## src/rtl/pc_unit.sv

```systemverilog
// pc_unit: architectural program counter with next-PC selection, stall,
// trap/return path (saved exception PC) and a retired-instruction counter.
//
// Ports:
//   clk, rst            clock and asynchronous active-high reset
//   stall               hold all state (a trap still wins)
//   br_taken/br_offset  relative branch, target = pc + br_offset
//   jmp/jmp_target      absolute jump
//   trap                synchronous exception request
//   mret                return from trap (sequential advance when not trapped)
//   pc, pc_inc          current PC and pc + STEP (link value)
//   epc                 saved exception PC
//   in_trap             FSM is in TRAPPED
//   misaligned          last trap came from a misaligned jump/branch target
//   dbl_fault           a trap was taken while already TRAPPED (sticky)
//   retired             retired-instruction count, wraps
//
// state   | meaning
// RUN     | normal execution
// TRAPPED | executing the trap handler; mret returns to epc
module pc_unit #(
  parameter int              WIDTH        = 32,
  parameter int              STEP         = 4,
  parameter logic [WIDTH-1:0] RESET_VECTOR = 32'h0000_4000,
  parameter logic [WIDTH-1:0] TRAP_VECTOR  = 32'h0000_0100,
  parameter int              CNT_W        = 32
) (
  input  logic             clk,
  input  logic             rst,
  input  logic             stall,
  input  logic             br_taken,
  input  logic [WIDTH-1:0] br_offset,
  input  logic             jmp,
  input  logic [WIDTH-1:0] jmp_target,
  input  logic             trap,
  input  logic             mret,
  output logic [WIDTH-1:0] pc,
  output logic [WIDTH-1:0] pc_inc,
  output logic [WIDTH-1:0] epc,
  output logic             in_trap,
  output logic             misaligned,
  output logic             dbl_fault,
  output logic [CNT_W-1:0] retired
);

  typedef enum logic {RUN, TRAPPED} state_t;

  localparam logic [WIDTH-1:0] ALIGN_MASK = WIDTH'(STEP - 1);

  state_t           state;
  logic [WIDTH-1:0] target;
  logic [WIDTH-1:0] next_pc;
  logic             redirect;
  logic             bad_target;
  logic             take_mret;
  logic             take_trap;

  assign pc_inc  = pc + WIDTH'(STEP);
  assign in_trap = (state == TRAPPED);

  always_comb begin
    target     = jmp ? jmp_target : (pc + br_offset);
    // mret outranks jump/branch in both states; in RUN it degrades to a
    // plain sequential advance, so it still suppresses the redirect.
    redirect   = !mret && (jmp || br_taken);
    bad_target = redirect && ((target & ALIGN_MASK) != '0);
    take_mret  = mret && (state == TRAPPED);
    take_trap  = trap || (!stall && bad_target);
    next_pc    = pc_inc;
    if (take_mret)
      next_pc = epc;
    else if (redirect)
      next_pc = target;
  end

  always_ff @(posedge clk or posedge rst) begin
    if (rst) begin
      state      <= RUN;
      pc         <= RESET_VECTOR;
      epc        <= '0;
      misaligned <= 1'b0;
      dbl_fault  <= 1'b0;
      retired    <= '0;
    end else if (take_trap) begin
      pc <= TRAP_VECTOR;
      if (state == RUN) begin
        epc        <= pc;
        misaligned <= !trap;
        state      <= TRAPPED;
      end else begin
        // Nested fault: keep the original epc so the first fault stays recoverable.
        dbl_fault <= 1'b1;
      end
    end else if (!stall) begin
      pc      <= next_pc;
      retired <= retired + CNT_W'(1);
      if (take_mret) begin
        state      <= RUN;
        misaligned <= 1'b0;
      end
    end
  end

endmodule

```

## config.mk

```make
export PLATFORM = sky130hd
export DESIGN_NAME = pc_unit
export DESIGN_NICKNAME = d
export VERILOG_FILES = /design/src/rtl/pc_unit.sv
export SDC_FILE = /design/constraint.sdc
export NUM_CORES = 1
export LEC_CHECK = 0
export BUFFER_PORTS_ARGS = -buffer_cell sky130_fd_sc_hd__clkbuf_2
export CELL_PAD_IN_SITES_DETAIL_PLACEMENT = 0
export CELL_PAD_IN_SITES_GLOBAL_PLACEMENT = 1
export CORE_MARGIN = 4
export CORE_UTILIZATION = 35
export CTS_CLUSTER_DIAMETER = 60
export DETAILED_ROUTE_END_ITERATION = 6
export PLACE_DENSITY = 0.88
export SLEW_MARGIN = 25
export SYNTH_ARGS = -nofsm -noshare
export SYNTH_HDL_FRONTEND = slang
export SYNTH_SLANG_ARGS = --single-unit
```

## constraint.sdc

```tcl
create_clock -name clk -period 2.62 [get_ports clk]
set_input_delay 0.262 -clock clk [delete_from_list [all_inputs] [get_ports clk]]
set_output_delay 0.262 -clock clk [all_outputs]
set_load 0.1 [all_outputs]
```

==> summary.md <==
| Metric | Value |
|---|---|
| Outcome | complete, but fails checks |
| Failing checks | negative setup slack |
| WL/cell | about 20 um |
| Worst-path clk slew | roughly 90 ps |
| PortBufs | around 200 |
| CTS Sinks | 99 |
| Vias in the first global route | roughly 7,100 |
| ANT cells | 0 |
| Leak pwr | between 0.005 and 0.006 uW |
| Slew at the pin with the worst max-slew slack | 852 ps |
| Worst R2R Setup Slack | -180 ps |
| Routed WL | ~26,000 um |
| Die area | 21,900 um2 |
| Initial Util | 0.361 |
| Final Hold Viols | 0 |
| Worst EP required | ~2900 ps |
| CTS tree | built |
| Global-route wire length before repair | between 30,000 and 40,000 um |
| Arr. time, crit path | 3050 ps |
| CP Max Fanout | 10 |
| Max-cap viol count | 0 |
| Vias/cell | ~5.4 |
| Most common cell after layout, fill and taps aside | clkbuf_2 |
| Core Box Area | around 19,000 um2 |
| Yosys top cell area share | 0.357 |
| Total track usage | 0.224 |
| Post-route setup slack | -180 ps |
| Distinct cell type count after synthesis | between 60 and 70 |
| Worst vdd ir | roughly 0.31 mV |
| Final GP Congestion | approximately 0.9 |
| Min Tclk post-route | ~2800 ps |
| Seq/Total Area, Yosys | 0.361 |
| Row count | 50 |
| Setup TNS Final | -6750 ps |
| RSZ-0062 raised after global routing | true |
| Largest net degree at the start of global routing | 40 |
| I/O pin total | roughly 200 |
| Die span in y | approximately 150 um |
| Detailed-placement wirelength estimate | between 15,000 and 20,000 um |
| Cells after synthesis | approximately 750 |
| Slew Limit Fails | 0 |
| Largest cells by area after synthesis | dfrtp_1 36%, xnor2_1 7.0%, ha_1 6.0%, mux2_2 5.4%, nand2_1 3.9% |
| Cts hold-fix bufs | 0 |
| Placed cell area | between 9000 and 10,000 um2 |
| Commonest cells after routing, fill and taps aside | 180 x clkbuf_2, 108 x buf_4, 73 x dfrtp_1 |
| Post-Syn Area | just under 7000 um2 |
| Worst hold path class | input pin to asynchronous set/reset pin |
| Filler Cell Count | approximately 1,600 |
| Drt first pass iters | 5 |
| Slew Limit Headroom | 0.431 |
| Nets | around 1,200 |
| Initial antenna violation count | 0 |
| Final instance area | around 11,000 um2 |
| Total CTS buffers | 9 |
| Startpoint types | flop |
| R2R Path Start | pc[0] |
| Antenna viol nets, final | 0 |
| Synth warn | 0 |
| Clock tree buffer depth | 2 |
| Synth Flop Type | dfrtp_1 |
| Area leader, netlist | dfrtp_1 |
| PD cells | 521 nW/um2 |
| Syn avg cell area | ~9.1 um2 |
| Synth-to-Final Area Change | 61.2% |
| Die span in x | approximately 150 um |
| Total power | approximately 5800 uW |
| Worst reg2reg path depth | 12 |
| Worst skew pair latency | 360 ps |
| Max Freq | 0.357 GHz |
| Async set-reset flop share out of synthesis | 1.00 |
| CP startpoint | pc[0] |
| Synth Net Count | approximately 860 |
| Post-route clock period utilization | 1.07 |
| Final setup viols | between 60 and 70 |
| H-tree Lvls | 3 |
| Clock Skews | around 16 ps |
| Residual DRC | 0 |
| Critical path type | flop to flop |
| Share of layout cells above drive strength 1 | 0.518 |
| Root Buffer | clkbuf_16 |
| Initial DRC count | approximately 390 |
| #FFs+latches synth | 99 |
| Global route overflow | 0 |
| Vias | roughly 7,200 |
| Post-synth EDFFs | 0 |
| Crit. End Element | flop |
[routing by layer]
metal	track usage	wire, um
met1	0.315	11500
met2	0.362	12300
met3	0.0335	1550
met4	0.0582	458
met5	0	0
[state kept, by name, summed over array words and instances (netlist names)]
signal	cells
retired	32
in_trap	1
dbl_fault	1
epc	32
pc	32
misaligned	1
[power breakdown]
part	internal, uW	switching [uW]	total (uW)
Combinational	737	1860	2590
Sequential	1650	153	1800
Clock	673	691	1360
[logic make-up (layout without fill, tap and decap cells)]
group,count (synthesis),count (layout),synth area share
and+or+nand+nor,231,231,0.171
AOI/OAI and AO/OA,205,205,0.201
xor gates and xnor gates,83,83,0.106
DFF,99,99,0.361
muxes,37,37,0.0599
adders and majority gates,34,34,0.0630
buffers and inverters,62,379,0.0379
[area by class of cell]
class	count	area, um2	share of cell area
Clock buffer	9	225	0.0204
Inverter	22	86.3	0.00780
Sequential cell	99	2510	0.227
Clock inverter	7	68.8	0.00622
Timing Repair Buffer	341	2540	0.230
Multi-Input combinational cell	590	5300	0.479
Tap cell	260	325	0.0294
[cell usage after synthesis, types with 2 or more instances]
cell and number:
nand2b_1 6, or2_2 3, a22o_1 2, buf_4 6, ha_1 33, o21ai_0 45, o221ai_1 12, clkbuf_1 28
and4_1 4, inv_1 22, o21a_1 4, nand2_1 71, mux2_2 33, buf_1 2, nor3b_1 4, a21oi_1 49
o311ai_0 4, o21bai_1 7, xnor2_1 55, nor2_1 49, a221o_1 9, nand3b_1 3, or3_1 4, xor2_1 28
nor2b_1 6, a31oi_1 10, nand3_1 29, a21o_1 11, buf_2 3, nand4_1 18, o31ai_1 3, dfrtp_1 98
o21ai_1 4, a22oi_1 14, and2_1 4, a211oi_1 7, o211ai_1 10, nor3_4 3, nor3_1 5, and3_1 14
mux2i_1 4
[final timing paths]
check | endpoint
worst max-delay path | epc[19]
worst min-delay path | pc[31]
max in group asynchronous | pc[14]
worst min register to register | dbl_fault
worst max register to register | epc[19]
min in group clk | pc[3]
[metrics by stage]
step / setup slack, ps / util / hold slack [ps] / std cells
finish: -180 / 0.582 / 43.6 / 1328
global route: -258 / 0.582 / 112 / 1328
CTS: -159 / 0.547 / 73.4 / 1295
detailed placement: -145 / 0.518 / 463 / 1261
global placement: -121 / 0.518 / 462 / 1261
floorplan: -474 / - / 443 / 751
[timing repair]
item                       4_1_cts  5_1_grt
setup endpoints to repair       74       94
cloned                           0        1
resized for setup               36       88
setup buffers                   18       34
pin swaps                       20       53
[critical path, cell delays in order, from the launching register on]
cell and delay, ps:
dfrtp_2 430, ha_4 170, inv_2 50, fa_1 400
or3b_1 370, a21oi_2 150, or2_4 160, nor2b_4 170
nor2_4 60, nor2_4 90, buf_4 160, clkbuf_16 190
mux2_4 300
(Power assumes the default switching activity.)
